`src/rtl/gemm_axil_pkg.sv`:
```
// Shared constants and FSM state types for the GEMM AXI4-Lite register block.
package gemm_axil_pkg;

   localparam logic [4:0] CTRL_OFS    = 5'h00;
   localparam logic [4:0] STATUS_OFS  = 5'h04;
   localparam logic [4:0] SIZE_M_OFS  = 5'h08;
   localparam logic [4:0] SIZE_N_OFS  = 5'h0C;
   localparam logic [4:0] SIZE_K_OFS  = 5'h10;
   localparam logic [4:0] SCRATCH_OFS = 5'h14;
   localparam logic [4:0] VERSION_OFS = 5'h18;
   localparam logic [4:0] IRQ_EN_OFS  = 5'h1C;

   localparam logic [1:0] RESP_OKAY   = 2'b00;
   localparam logic [1:0] RESP_SLVERR = 2'b10;

   localparam int STAT_BUSY = 0;
   localparam int STAT_DONE = 1;
   localparam int STAT_ERR  = 2;

   typedef enum logic [1:0] {
      W_IDLE  = 2'd0,
      W_WAITW = 2'd1,
      W_WAITA = 2'd2,
      W_RESP  = 2'd3
   } w_state_t;

   typedef enum logic {
      R_IDLE = 1'b0,
      R_DATA = 1'b1
   } r_state_t;

endpackage

```
`src/rtl/gemm_axil_wstrb_reg.sv`:
```
// Byte-strobed read/write register; each bit follows the strobe of its byte lane.
module gemm_axil_wstrb_reg #(
   parameter int WIDTH = 32,
   parameter int LANES = (WIDTH + 7) / 8
) (
   input  logic             clk_sys,
   input  logic             rst_b,
   input  logic             en,
   input  logic [LANES-1:0] strb,
   input  logic [WIDTH-1:0] d,
   output logic [WIDTH-1:0] q
);

   always_ff @(posedge clk_sys or negedge rst_b) begin
      if (!rst_b) begin
         q <= '0;
      end else if (en) begin
         for (int i = 0; i < WIDTH; i++) begin
            if (strb[i/8]) q[i] <= d[i];
         end
      end
   end

endmodule

```
`src/rtl/gemm_axil_regs.sv`:
```
// AXI4-Lite register block for the GEMM core: config registers, start pulse, status.
// Optional irq_o output is built when GEMM_AXIL_IRQ_EN is defined.
//
// write FSM state | meaning
// W_IDLE          | AWREADY=WREADY=1, waiting for address and/or data
// W_WAITW         | address latched, waiting for write data
// W_WAITA         | data/strobes latched, waiting for write address
// W_RESP          | BVALID=1, holding BRESP until BREADY
// read FSM state  | meaning
// R_IDLE          | ARREADY=1, waiting for read address
// R_DATA          | RVALID=1, holding RDATA/RRESP until RREADY
module gemm_axil_regs
   import gemm_axil_pkg::*;
#(
   parameter int          C_S_AXI_DATA_WIDTH = 32,
   parameter int          C_S_AXI_ADDR_WIDTH = 5,
   parameter logic [31:0] VERSION            = 32'h0001_0000
) (
   input  logic                            S_AXI_ACLK,
   input  logic                            S_AXI_ARESETN,
   input  logic [C_S_AXI_ADDR_WIDTH-1:0]   S_AXI_AWADDR,
   input  logic                            S_AXI_AWVALID,
   output logic                            S_AXI_AWREADY,
   input  logic [C_S_AXI_DATA_WIDTH-1:0]   S_AXI_WDATA,
   input  logic [C_S_AXI_DATA_WIDTH/8-1:0] S_AXI_WSTRB,
   input  logic                            S_AXI_WVALID,
   output logic                            S_AXI_WREADY,
   output logic [1:0]                      S_AXI_BRESP,
   output logic                            S_AXI_BVALID,
   input  logic                            S_AXI_BREADY,
   input  logic [C_S_AXI_ADDR_WIDTH-1:0]   S_AXI_ARADDR,
   input  logic                            S_AXI_ARVALID,
   output logic                            S_AXI_ARREADY,
   output logic [C_S_AXI_DATA_WIDTH-1:0]   S_AXI_RDATA,
   output logic [1:0]                      S_AXI_RRESP,
   output logic                            S_AXI_RVALID,
   input  logic                            S_AXI_RREADY,
   output logic                            start_o,
   output logic [15:0]                     size_m_o,
   output logic [15:0]                     size_n_o,
   output logic [15:0]                     size_k_o,
   input  logic                            busy_i,
   input  logic                            done_i
`ifdef GEMM_AXIL_IRQ_EN
   ,output logic                           irq_o
`endif
);

   localparam int AW = C_S_AXI_ADDR_WIDTH;

   w_state_t w_state, w_next;
   r_state_t r_state, r_next;

   logic [AW-1:0] aw_addr_q;
   logic [31:0]   w_data_q;
   logic [3:0]    w_strb_q;
   logic          commit, lat_aw, lat_w;
   logic [AW-1:0] wr_addr;
   logic [31:0]   wr_data;
   logic [3:0]    wr_strb;
   logic [1:0]    bresp_q;

   logic sel_ctrl, sel_status, sel_m, sel_n, sel_k, sel_scratch, sel_irq;
   logic wr_err;
   logic [31:0] scratch_q;
   logic [0:0]  irq_en_q;
   logic        done_q, err_q, start_req, w1c_ok;
   logic [31:0] status_w, rd_data;
   logic        rd_err;

   always_ff @(posedge S_AXI_ACLK or negedge S_AXI_ARESETN) begin
      if (!S_AXI_ARESETN) begin
         w_state   <= W_IDLE;
         aw_addr_q <= '0;
         w_data_q  <= '0;
         w_strb_q  <= '0;
         bresp_q   <= RESP_OKAY;
      end else begin
         w_state <= w_next;
         if (lat_aw) aw_addr_q <= S_AXI_AWADDR;
         if (lat_w) begin
            w_data_q <= S_AXI_WDATA;
            w_strb_q <= S_AXI_WSTRB;
         end
         if (commit) bresp_q <= wr_err ? RESP_SLVERR : RESP_OKAY;
      end
   end

   // A commit always uses the live bus side for whichever channel arrived last.
   always_comb begin
      w_next  = w_state;
      commit  = 1'b0;
      lat_aw  = 1'b0;
      lat_w   = 1'b0;
      wr_addr = aw_addr_q;
      wr_data = w_data_q;
      wr_strb = w_strb_q;
      case (w_state)
         W_IDLE: begin
            if (S_AXI_AWVALID && S_AXI_WVALID) begin
               commit  = 1'b1;
               wr_addr = S_AXI_AWADDR;
               wr_data = S_AXI_WDATA;
               wr_strb = S_AXI_WSTRB;
               w_next  = W_RESP;
            end else if (S_AXI_AWVALID) begin
               lat_aw = 1'b1;
               w_next = W_WAITW;
            end else if (S_AXI_WVALID) begin
               lat_w  = 1'b1;
               w_next = W_WAITA;
            end
         end
         W_WAITW: begin
            if (S_AXI_WVALID) begin
               commit  = 1'b1;
               wr_data = S_AXI_WDATA;
               wr_strb = S_AXI_WSTRB;
               w_next  = W_RESP;
            end
         end
         W_WAITA: begin
            if (S_AXI_AWVALID) begin
               commit  = 1'b1;
               wr_addr = S_AXI_AWADDR;
               w_next  = W_RESP;
            end
         end
         W_RESP: begin
            if (S_AXI_BREADY) w_next = W_IDLE;
         end
         default: w_next = W_IDLE;
      endcase
   end

   assign S_AXI_AWREADY = (w_state == W_IDLE) || (w_state == W_WAITA);
   assign S_AXI_WREADY  = (w_state == W_IDLE) || (w_state == W_WAITW);
   assign S_AXI_BVALID  = (w_state == W_RESP);
   assign S_AXI_BRESP   = bresp_q;

   always_comb begin
      sel_ctrl    = 1'b0;
      sel_status  = 1'b0;
      sel_m       = 1'b0;
      sel_n       = 1'b0;
      sel_k       = 1'b0;
      sel_scratch = 1'b0;
      sel_irq     = 1'b0;
      wr_err      = 1'b1;
      if ((wr_addr >> 5) == '0) begin
         wr_err = 1'b0;
         case ({wr_addr[4:2], 2'b00})
            CTRL_OFS:    sel_ctrl    = 1'b1;
            STATUS_OFS:  sel_status  = 1'b1;
            SIZE_M_OFS:  sel_m       = 1'b1;
            SIZE_N_OFS:  sel_n       = 1'b1;
            SIZE_K_OFS:  sel_k       = 1'b1;
            SCRATCH_OFS: sel_scratch = 1'b1;
            IRQ_EN_OFS:  sel_irq     = 1'b1;
            default:     wr_err      = 1'b1;
         endcase
      end
   end

   gemm_axil_wstrb_reg #(.WIDTH(16)) u_size_m (
      .clk_sys(S_AXI_ACLK), .rst_b(S_AXI_ARESETN), .en(commit && sel_m),
      .strb(wr_strb[1:0]), .d(wr_data[15:0]), .q(size_m_o));
   gemm_axil_wstrb_reg #(.WIDTH(16)) u_size_n (
      .clk_sys(S_AXI_ACLK), .rst_b(S_AXI_ARESETN), .en(commit && sel_n),
      .strb(wr_strb[1:0]), .d(wr_data[15:0]), .q(size_n_o));
   gemm_axil_wstrb_reg #(.WIDTH(16)) u_size_k (
      .clk_sys(S_AXI_ACLK), .rst_b(S_AXI_ARESETN), .en(commit && sel_k),
      .strb(wr_strb[1:0]), .d(wr_data[15:0]), .q(size_k_o));
   gemm_axil_wstrb_reg #(.WIDTH(32)) u_scratch (
      .clk_sys(S_AXI_ACLK), .rst_b(S_AXI_ARESETN), .en(commit && sel_scratch),
      .strb(wr_strb), .d(wr_data), .q(scratch_q));
   gemm_axil_wstrb_reg #(.WIDTH(1)) u_irq_en (
      .clk_sys(S_AXI_ACLK), .rst_b(S_AXI_ARESETN), .en(commit && sel_irq),
      .strb(wr_strb[0]), .d(wr_data[0]), .q(irq_en_q));

   assign start_req = commit && sel_ctrl && wr_strb[0] && wr_data[0];
   assign w1c_ok    = commit && sel_status && wr_strb[0];

   // Sticky bits: a new set event beats a coincident W1C.
   always_ff @(posedge S_AXI_ACLK or negedge S_AXI_ARESETN) begin
      if (!S_AXI_ARESETN) begin
         done_q  <= 1'b0;
         err_q   <= 1'b0;
         start_o <= 1'b0;
      end else begin
         done_q  <= done_i || (done_q && !(w1c_ok && wr_data[STAT_DONE]));
         err_q   <= (start_req && busy_i) || (err_q && !(w1c_ok && wr_data[STAT_ERR]));
         start_o <= start_req && !busy_i && !start_o;
      end
   end

`ifdef GEMM_AXIL_IRQ_EN
   always_ff @(posedge S_AXI_ACLK or negedge S_AXI_ARESETN) begin
      if (!S_AXI_ARESETN) irq_o <= 1'b0;
      else                irq_o <= done_q && irq_en_q[0];
   end
`endif

   always_comb begin
      status_w            = '0;
      status_w[STAT_BUSY] = busy_i;
      status_w[STAT_DONE] = done_q;
      status_w[STAT_ERR]  = err_q;
   end

   always_comb begin
      rd_data = '0;
      rd_err  = 1'b1;
      if ((S_AXI_ARADDR >> 5) == '0) begin
         rd_err = 1'b0;
         case ({S_AXI_ARADDR[4:2], 2'b00})
            CTRL_OFS:    rd_data = '0;
            STATUS_OFS:  rd_data = status_w;
            SIZE_M_OFS:  rd_data = {16'd0, size_m_o};
            SIZE_N_OFS:  rd_data = {16'd0, size_n_o};
            SIZE_K_OFS:  rd_data = {16'd0, size_k_o};
            SCRATCH_OFS: rd_data = scratch_q;
            VERSION_OFS: rd_data = VERSION;
            IRQ_EN_OFS:  rd_data = {31'd0, irq_en_q};
            default:     rd_err  = 1'b1;
         endcase
      end
   end

   always_ff @(posedge S_AXI_ACLK or negedge S_AXI_ARESETN) begin
      if (!S_AXI_ARESETN) begin
         r_state     <= R_IDLE;
         S_AXI_RDATA <= '0;
         S_AXI_RRESP <= RESP_OKAY;
      end else begin
         r_state <= r_next;
         if (r_state == R_IDLE && S_AXI_ARVALID) begin
            S_AXI_RDATA <= rd_err ? '0 : rd_data;
            S_AXI_RRESP <= rd_err ? RESP_SLVERR : RESP_OKAY;
         end
      end
   end

   always_comb begin
      r_next = r_state;
      case (r_state)
         R_IDLE:  if (S_AXI_ARVALID) r_next = R_DATA;
         R_DATA:  if (S_AXI_RREADY)  r_next = R_IDLE;
         default: r_next = R_IDLE;
      endcase
   end

   assign S_AXI_ARREADY = (r_state == R_IDLE);
   assign S_AXI_RVALID  = (r_state == R_DATA);

   // Registers are word-aligned; byte-offset bits carry no information.
   logic unused_bits;
`ifdef GEMM_AXIL_IRQ_EN
   assign unused_bits = ^{wr_addr[1:0], S_AXI_ARADDR[1:0]};
`else
   assign unused_bits = ^{wr_addr[1:0], S_AXI_ARADDR[1:0], irq_en_q};
`endif

endmodule

```
`config.mk`:
```
export PLATFORM = sky130hd
export DESIGN_NAME = gemm_axil_regs
export DESIGN_NICKNAME = d
export VERILOG_FILES = /design/src/rtl/gemm_axil_pkg.sv /design/src/rtl/gemm_axil_wstrb_reg.sv /design/src/rtl/gemm_axil_regs.sv
export SDC_FILE = /design/constraint.sdc
export NUM_CORES = 1
export LEC_CHECK = 0
export BUFFER_PORTS_ARGS = -buffer_cell sky130_fd_sc_hd__buf_2
export CORE_MARGIN = 2
export CORE_UTILIZATION = 40
export CTS_BUF_LIST = sky130_fd_sc_hd__clkbuf_4
export DETAILED_ROUTE_END_ITERATION = 6
export PLACE_DENSITY_LB_ADDON = 0.12
export REMOVE_ABC_BUFFERS = 1
export SLEW_MARGIN = 10
export SYNTH_ARGS = -nofsm -noshare
export SYNTH_HDL_FRONTEND = slang
export SYNTH_SLANG_ARGS = --single-unit
```
`constraint.sdc`:
```
create_clock -name S_AXI_ACLK -period 3.4 [get_ports S_AXI_ACLK]
set_clock_uncertainty 0.1 [all_clocks]
set_input_delay 0.17 -clock S_AXI_ACLK [delete_from_list [all_inputs] [get_ports S_AXI_ACLK]]
set_output_delay 0.17 -clock S_AXI_ACLK [all_outputs]
set_load 0.03 [all_outputs]
```
Word-level counts from Yosys, hierarchy flattened
Index checks and enable logic that the tools add are counted.
{ "totals": {"register_bits": 162} }
{ "op_classes": {"n_eq_ne": 20, "muxes": 37, "bitwise_logic": 1, "reduce_logical": 43} }
{ "ops": {"columns": ["op", "count"], "rows": [
  ["$pmux W32 S8", 1],
  ["$mux W32", 2],
  ["$pmux W32 S2", 1],
  ["$reduce_and A2 Y1", 11],
  ["$eq A3 B3 Y1 const B", 7],
  ["$logic_and A1 B1 Y1", 19],
  ["$mux W1", 17],
  ["$mux W2", 7],
  ["$eq A3 B2 Y1 const B", 4],
  ["$mux W5", 2],
  ["$pmux W5 S2", 1],
  ["$mux W4", 2],
  ["$pmux W2 S4", 1],
  ["$pmux W4 S2", 1],
  ["$reduce_or A7 Y1", 1],
  ["$eq A3 B1 Y1 const B", 2],
  ["$logic_not A3 Y1", 2],
  ["$eq A2 B2 Y1 const B", 2],
  ["$logic_not A1 Y1", 4],
  ["$logic_or A1 B1 Y1", 4],
  ["$ne A2 B2 Y1 const B", 2],
  ["$ne A4 B4 Y1 const B", 1],
  ["$reduce_and A4 Y1", 1],
  ["$pmux W1 S3", 1],
  ["5 further kinds", 5]
]} }

Logic depth before layout (Yosys ltp)
Gate-level depths: netlist (run 1).
{ "logic_depth": {"word_depth": 11, "mapped_depth": 9} }

Cells and area by module
A second synthesis (run 1) with hierarchy kept.
{ "hier_totals": {"cells_unflattened": 543, "area_unflattened_um2": 7181.9} }
{ "modules_own_cells": {"columns": ["mod", "n_inst", "cells_per_inst", "area_each_um2", "seq_area_each_um2"], "rows": [
  ["gemm_axil_regs", 1, 370, 4172.8, 1951.9],
  ["gemm_axil_wstrb_reg (u_size_k ...)", 3, 34, 593.1, 400.4],
  ["gemm_axil_wstrb_reg (u_scratch)", 1, 68, 1186.1, 800.8],
  ["gemm_axil_wstrb_reg (u_irq_en)", 1, 3, 43.8, 25.0]
]} }

Worst setup path before layout (run 1)
OpenSTA, ideal clock, no wires.
{ "synth_path": {"kind": "reg-to-reg", "startpoint": "reg w_state[0]", "endpoint": "reg u_scratch.q[0]", "arrival_time_ns": 2.316, "t_required_ns": 3.175, "path_slack_ns": 0.859, "path_stages_with_launch": 9, "period_less_slack_ns": 2.541, "cell_sequence": "dfrtp_1 -> inv_1 -> ha_1 -> and2_4 -> buf_6 -> a22o_2 -> a211oi_4 -> nand3_4 -> mux2_4"} }
{ "synth_via": {"elab_chain_len": 6, "word_cells_on_any_way": 11, "classes_between": "3 x eq/ne; 5 x mux; 3 x reduce/logical"} }
{ "synth_lines": {"columns": ["item", "line_no", "source"], "rows": [
  ["start: declaration", "gemm_axil_regs.sv:51", "w_state_t w_state, w_next;"],
  ["start signal: assignment", "gemm_axil_regs.sv:79", "w_state <= w_next;"],
  ["$eq A2 B2 Y1 or $logic_not A2 Y1 (tied branches)", "gemm_axil_regs.sv:98", "case (w_state)"],
  ["$pmux W5 S2", "gemm_axil_regs.sv:98", null],
  ["$eq A3 B3 Y1", "gemm_axil_regs.sv:152", "case ({wr_addr[4:2], 2'b00})"],
  ["$mux W1", "gemm_axil_regs.sv:152", null],
  ["$logic_and A1 B1 Y1", "gemm_axil_regs.sv:175", ".clk_sys(S_AXI_ACLK), .rst_b(S_AXI_ARESETN), .en(commit && sel_scratch),"],
  ["$reduce_and A2 Y1 (no source line)", null, null],
  ["end signal: indexed assignment", "gemm_axil_wstrb_reg.sv:19", "if (strb[i/8]) q[i] <= d[i];"],
  ["end: declaration", "gemm_axil_wstrb_reg.sv:11", "output logic [WIDTH-1:0] q"]
]} }
Several ways; a longest one is shown, not always the timed one.
A chain may end at the register's enable or synchronous reset.

Final worst setup path (run 1)
{ "layout_path": {"startpoint": "reg w_state[0]", "endpoint": "reg u_size_m.q[14]"} }
{ "layout_via": {"elab_chain_len": 6, "word_cells_on_any_way": 11, "classes_between": "3 x eq/ne; 5 x mux; 3 x reduce/logical"} }
{ "layout_lines": {"columns": ["item", "line_no", "source"], "rows": [
  ["$eq A2 B2 Y1 or $logic_not A2 Y1 (tied branches)", "gemm_axil_regs.sv:98", null],
  ["$pmux W5 S2", "gemm_axil_regs.sv:98", null],
  ["$eq A3 B2 Y1", "gemm_axil_regs.sv:152", null],
  ["$mux W1", "gemm_axil_regs.sv:152", null],
  ["$logic_and A1 B1 Y1", "gemm_axil_regs.sv:166", ".clk_sys(S_AXI_ACLK), .rst_b(S_AXI_ARESETN), .en(commit && sel_m),"],
  ["$reduce_and A2 Y1 (no source line)", null, null],
  ["end signal: indexed assignment", "gemm_axil_wstrb_reg.sv:19", null],
  ["end: declaration", "gemm_axil_wstrb_reg.sv:11", null]
]} }
Several ways; a longest one is shown, not always the timed one.

==> flow_metrics.py, run 1 <==
metrics = {
    "setup_path": {
        "required_ps": 3750,
        "start_kind": "flop",
        "end_kind": "flop",
        "crit_path_max_fanout": 17,
        "rr_worst_depth": 7,
        "critPathArrivalTime_ps": 3380,
        "critPathKind": "flop to flop",
    },
    "synth": {
        "yosysSeqAreaShare_pct": 54.2,
        "synthCells": 545,
        "yosys.area.top_type": "dfrtp_1",
        "avgSynthCellArea_sq_um": 13.5,
        "synth.area.top_cells": "dfrtp_1, mux2_2, a22o_1, a221oi_1, mux2_4",
        "yosysUniqueCellTypes": 50,
        "yosys_register_bits": 159,
        "synth_top_area_share_pct": 54.2,
        "synth_edf_count": 0,
        "yosysWarnings": 0,
        "syn_area_sq_um": 7340,
        "ys.flop_type": "dfrtp_1",
        "synthArstFlopShare_pct": 100,
    },
    "place": {
        "place_area_sq_um": 8290,
        "place_ws_ps": 375,
        "portBuffers": 137,
        "dpl.hpwl_mm": 12.8,
        "gp_congestion": 0.781,
    },
    "power_and_ir_drop": {
        "p_int_mw": 4.25,
        "powerDensity_nw_per_um2": 762,
        "total_power_mw": 6.93,
        "p_seq_share_pct": 40.3,
        "p_leak_nw": 4.57,
        "combPwrFrac_pct": 40.7,
        "switchingPower_mw": 2.68,
        "max-vdd-ir-drop_v": 0.000303,
        "p_clk_share_pct": 19.1,
        "switching_share_pct": 38.7,
    },
    "timing": {
        "setup_tns_ps": 0,
        "setup_violations": 0,
        "final-hold-violation-count": 0,
        "fin_crit_sh_pct": 89.0,
        "max-slew-margin-rel_pct": 29.3,
        "drv_slew": 0,
        "fin_crit_ps": 3030,
        "fmax_mhz": 330,
        "worst_pin_slew_ps": 1060,
        "setup_ws_ps": 374,
        "whs_ps": 41.3,
        "rsz0062_at_grt": "false",
    },
    "grt": {
        "grt_pass1_vias": 5603,
        "grt_pass1_wl_mm": 30.8,
        "globalRouteOverflowTotal": 0,
        "grt_max_degree": 85,
        "antenna_found_initial": 1,
        "grt_usage_pct": 20.3,
    },
    "drt": {
        "drt_iter0_drc": 212,
        "drc": 0,
        "wl_per_cell_microns": 19.8,
        "wirelength_mm": 19.2,
        "via_per_inst": 5.47,
        "dr.pass1.iters": 4,
        "vias": 5318,
        "antenna_left": 0,
    },
    "clock_tree": {
        "clk_pin_slew_ps": 120,
        "root_buffer": "clkbuf_4",
        "cts_max_path_buffers": 2,
        "cts_tree": "built",
        "worstSkewPairLatency_ps": 570,
        "cts_resized": 0,
        "numCtsBuffers": 17,
        "cts.sinks": 159,
        "h-tree-depth": 4,
    },
    "die": {
        "die-width_microns": 139,
        "die_h_microns": 139,
        "initial_core_util_pct": 40.9,
        "io_pins": 145,
        "fp-row-count": 49,
        "die_area_sq_um": 19500,
        "core_area_sq_um": 18000,
    },
    "flow_run": {
        "max_cap_viol_count": 0,
    },
    "final_layout": {
        "area.sequential_sq_um": 3980,
        "final_common_cell": "dfrtp_1",
        "finalNetCount": 789,
        "multi_input_area_sq_um": 3190,
        "drive_gt1_share_pct": 42.5,
        "n_fill_cell": 1612,
        "stdcell_area_sq_um": 9100,
        "mostFrequentLayoutCells": "dfrtp_1, buf_2, mux2_2",
        "area_growth_syn_to_layout_pct": 23.9,
    },
    "hold_path": {
        "hold_path_class": "input pin to flop",
        "hold_depth": 3,
    },
    "run_status": {
        "status": "complete, no violations",
    },
}
==> critical path, stage by stage (launching register included) <==
cell,delay [ps]
dfrtp_1,400
inv_1,100
ha_1,410
o21ai_2,370
a22oi_1,210
a211oi_4,430
nand3_1,460
mux2_2,420
==> power by group through the flow <==
| stage | clock network, mW | logic (mW) | registers [mW] |
|---|---|---|---|
| after floorplan | 0 | 1.60 | 3.16 |
| after global placement | 0 | 2.72 | 2.79 |
| after global routing | 1.44 | 3.05 | 2.86 |
| final | 1.32 | 2.82 | 2.79 |
| after CTS | 1.36 | 2.85 | 2.79 |
| after detailed placement | 0 | 2.80 | 2.83 |
==> registers in the layout (all words and copies together) (netlist names) <==
| register | cells |
|---|---|
| S_AXI_RDATA | 32 |
| u_scratch.q | 32 |
| w_data_q | 32 |
| u_size_k.q | 16 |
| u_size_m.q | 16 |
| u_size_n.q | 16 |
| w_strb_q | 4 |
| aw_addr_q | 3 |
| w_state | 2 |
| S_AXI_BRESP | 1 |
| S_AXI_RVALID | 1 |
| done_q | 1 |
| err_q | 1 |
| start_o | 1 |
| u_irq_en.q | 1 |
==> area by class of cell <==
| type | count | area share [%] |
|---|---|---|
| diodes | 1 | 0.0275 |
| repair buffers | 197 | 14.0 |
| well taps | 229 | 3.15 |
| inverters | 9 | 0.371 |
| clock buffers | 20 | 1.65 |
| multi-input cells | 345 | 35.1 |
| clock inverters | 12 | 2.01 |
| flip-flops and latches | 159 | 43.7 |
==> kinds of logic after synthesis <==
| group | after synthesis | share of synthesized area, % |
|---|---|---|
| AO/OA/AOI/OAI | 136 | 15.6 |
| multiplexers | 130 | 20.2 |
| AND/OR/NAND/NOR | 71 | 6.44 |
| buffers and inverters | 43 | 2.64 |
| adder cells (fa/ha/maj) | 5 | 0.852 |
| flip-flops | 159 | 54.2 |
| other | 1 | 0.0511 |
==> cell usage after synthesis (6+ instances only) <==
master	count
a21oi_1	6
a221oi_1	14
a22o_1	61
a22oi_1	10
clkbuf_1	22
dfrtp_1	159
inv_1	9
mux2_1	10
mux2_2	105
mux2_4	8
mux2i_1	7
nand2_1	18
nand3_1	8
nand3_4	6
nor2b_1	9
o21ai_0	15
==> worst paths after layout <==
check | startpoint | to | slack, ps
worst max-delay path | w_state[0] | u_size_m.q[14] | 370
worst min-delay path | S_AXI_AWVALID | w_state[0] | 40
worst max register to register | w_state[0] | u_size_m.q[14] | 370
worst min register to register | start_o | start_o | 340
max in group asynchronous | S_AXI_ARESETN | u_size_n.q[8] | 2210
min in group asynchronous | S_AXI_ARESETN | w_data_q[1] | 110
==> metal layers <==
metal / track usage (%) / wire (microns)
met4: 5.79 / 196
met2: 34.1 / 9560
met5: 0 / 0
met1: 26.0 / 8290
met3: 5.33 / 1180
==> timing repair <==
item	4_1_cts	5_1_grt
endpoints found under the setup margin	0	0
setup buffers	0	0
endpoints found under the hold margin	205	0
hold buffers	47	0
==> stage by stage <==
step / instances / util, %
floorplan: 513 / -
finish: 972 / 50.6
global route: 972 / 50.6
detailed placement: 892 / 46.2
global placement: 892 / 46.2
CTS: 971 / 50.6
(Power assumes the default switching activity.)
==> inputs of run 2 (changes only) <==
- BUFFER_PORTS_ARGS: -buffer_cell sky130_fd_sc_hd__buf_2 -> -buffer_cell sky130_fd_sc_hd__buf_4
==> run 2 against run 1 <==
Hold slack gained 53 ps. Cell count grew 0.41%. Sequential share of layout area shrank 1.7 points. Routed wire length shrank 0.72%. Critical path type unchanged. Largest cell class unchanged.
==> flow_metrics.py, run 2 (synthesis gave the netlist of run 1 again) <==
metrics = {
    "run_status": {
        "status": "complete, no violations",
    },
    "final_layout": {
        "reg_top3": "S_AXI_RDATA x32, u_scratch.q x32, w_data_q x32",
        "finalNetCount": 793,
        "stdcell_area_sq_um": 9470,
        "multi_input_area_sq_um": 3190,
        "final_common_cell": "dfrtp_1",
        "stdcell_count": 976,
        "drive_gt1_share_pct": 42.1,
        "n_fill_cell": 1595,
        "area.sequential_sq_um": 3980,
        "area_growth_syn_to_layout_pct": 29.0,
        "mostFrequentLayoutCells": "dfrtp_1, buf_4, mux2_2",
    },
    "setup_path": {
        "critPathKind": "flop to flop",
        "rr_worst_depth": 7,
        "end_kind": "flop",
        "required_ps": 3750,
        "slowest_stage": "ha_1",
        "start_kind": "flop",
        "timing.rr.end": "u_size_m.q[10]",
        "crit_buf_inv": 1,
        "critPathLaunch": "w_state[1]",
        "critPathTopFamily": "compound AO/OA/AOI/OAI gates",
        "cp_cell_sequence": "inv_1 > ha_1 > o21ai_2 > a22o_2 > a211oi_4 > nand3_1 > mux2_2",
        "critPathArrivalTime_ps": 3320,
        "worst_setup_path_endpoint": "u_size_m.q[10]",
        "cp_num_cells": 7,
        "reg2reg_from": "w_state[1]",
        "crit_path_max_fanout": 17,
        "cp_slowest_stage_delay_ps": 510,
        "reg2reg_slack_ps": 420,
    },
    "grt": {
        "grt_usage_pct": 20.1,
        "use_met2_pct": 33.8,
        "grt_pass1_wl_mm": 30.5,
        "use_met1_pct": 25.9,
        "grt_pass1_vias": 5678,
        "grt_max_degree": 78,
        "grt_use_met3_pct": 4.89,
        "antenna_found_initial": 1,
        "top_usage_layer": "met2",
        "globalRouteOverflowTotal": 0,
    },
    "timing": {
        "max-slew-margin-rel_pct": 30.1,
        "fmax_mhz": 336,
        "drv_slew": 0,
        "setup_violations": 0,
        "final-hold-violation-count": 0,
        "rsz0062_at_grt": "false",
        "fin_crit_ps": 2980,
        "worst_pin_slew_ps": 1050,
        "fin_crit_sh_pct": 87.5,
    },
    "die": {
        "core_area_sq_um": 18000,
        "fp-row-count": 49,
        "initial_core_util_pct": 40.9,
        "die_area_sq_um": 19500,
        "die-width_microns": 139,
        "io_pins": 145,
        "die_h_microns": 139,
    },
    "power_and_ir_drop": {
        "powerDensity_nw_per_um2": 747,
        "max-vdd-ir-drop_v": 0.000316,
        "total_power_mw": 7.07,
        "p_leak_nw": 4.65,
    },
    "clock_tree": {
        "root_buffer": "clkbuf_4",
        "cts_tree": "built",
        "clk_pin_slew_ps": 130,
        "worstSkewPairLatency_ps": 550,
        "numCtsBuffers": 17,
        "h-tree-depth": 4,
        "cts.sinks": 159,
        "cts_max_path_buffers": 2,
    },
    "place": {
        "dpl.hpwl_mm": 12.9,
        "post-place-cells": 892,
        "gp_congestion": 0.766,
        "place_area_sq_um": 8630,
        "portBuffers": 137,
    },
    "flow_run": {
        "max_cap_viol_count": 0,
    },
    "drt": {
        "via_per_inst": 5.45,
        "drc": 0,
        "dr.pass1.iters": 7,
        "antenna_left": 0,
        "wirelength_mm": 19.1,
        "drt_iter0_drc": 221,
        "vias": 5322,
        "wl_per_cell_microns": 19.6,
    },
    "hold_path": {
        "hold_path_class": "input pin to flop",
    },
}
==> run 2: cell count changes in the layout (fill, tap and decap cells not counted), sizes merged <==
cell	before	now
clkinvlp	4	0
clkinv	1	6
dlygate4sd3	47	51
clkbuf	20	19
==> run 2: routing by layer <==
metal	share of wire, %	routed length (microns)
met1	44	8310
met2	49	9440
met3	5.8	1100
met4	1.2	238
met5	0	0
==> run 2: worst min path at each step <==
stage / startpoint / end / slack, ps / cells after the start
finish: S_AXI_WVALID / w_state[1] / 90 / 4
global route: S_AXI_WVALID / w_state[1] / 120 / 5
CTS: S_AXI_WVALID / w_state[1] / 50 / 4
detailed placement: S_AXI_ARESETN / u_size_n.q[1] / 160 / 1
global placement: S_AXI_ARESETN / w_data_q[1] / 150 / 1
floorplan: S_AXI_ARESETN / S_AXI_BRESP[1] / -230 / 0
==> run 2: power by group <==
| part | total [mW] | switching, mW | leakage (nW) | internal, mW |
|---|---|---|---|---|
| Combinational | 2.98 | 1.62 | 2.39 | 1.36 |
| Clock | 1.29 | 0.683 | 0.180 | 0.607 |
| Sequential | 2.80 | 0.366 | 2.09 | 2.44 |
| Total | 7.07 | 2.67 | 4.65 | 4.41 |
==> run 2: per-stage QoR <==
stage | util [%] | worst slack, ps | hold WS (ps) | setup TNS (ps)
floorplan | - | -217 | -226 | -561
global placement | 48.1 | 476 | 148 | 0
detailed placement | 48.1 | 412 | 160 | 0
CTS | 52.7 | 384 | 45.3 | 0
global route | 52.7 | 214 | 118 | 0
finish | 52.7 | 424 | 94.1 | 0
==> run 2: repair_timing <==
item                      in CTS  in global routing
gates resized for setup        0                  0
setup buffers                  0                  0
hold endpoints to repair     195                  0
hold buffers                  51                  0
==> run 2: cell type report <==
class                   instances  area share (%)
diodes                          1          0.0264
clock buffers                  19            1.51
clock inverters                13            1.97
inverters                       9           0.357
multi-input cells             345            33.7
flip-flops and latches        159            42.0
well taps                     229            3.02
repair buffers                201            17.4
==> run 2: worst min-delay path, stage by stage <==
cell and delay, ps:
buf_4 180, nor2_1 140, a221oi_1 90, mux2i_1 120
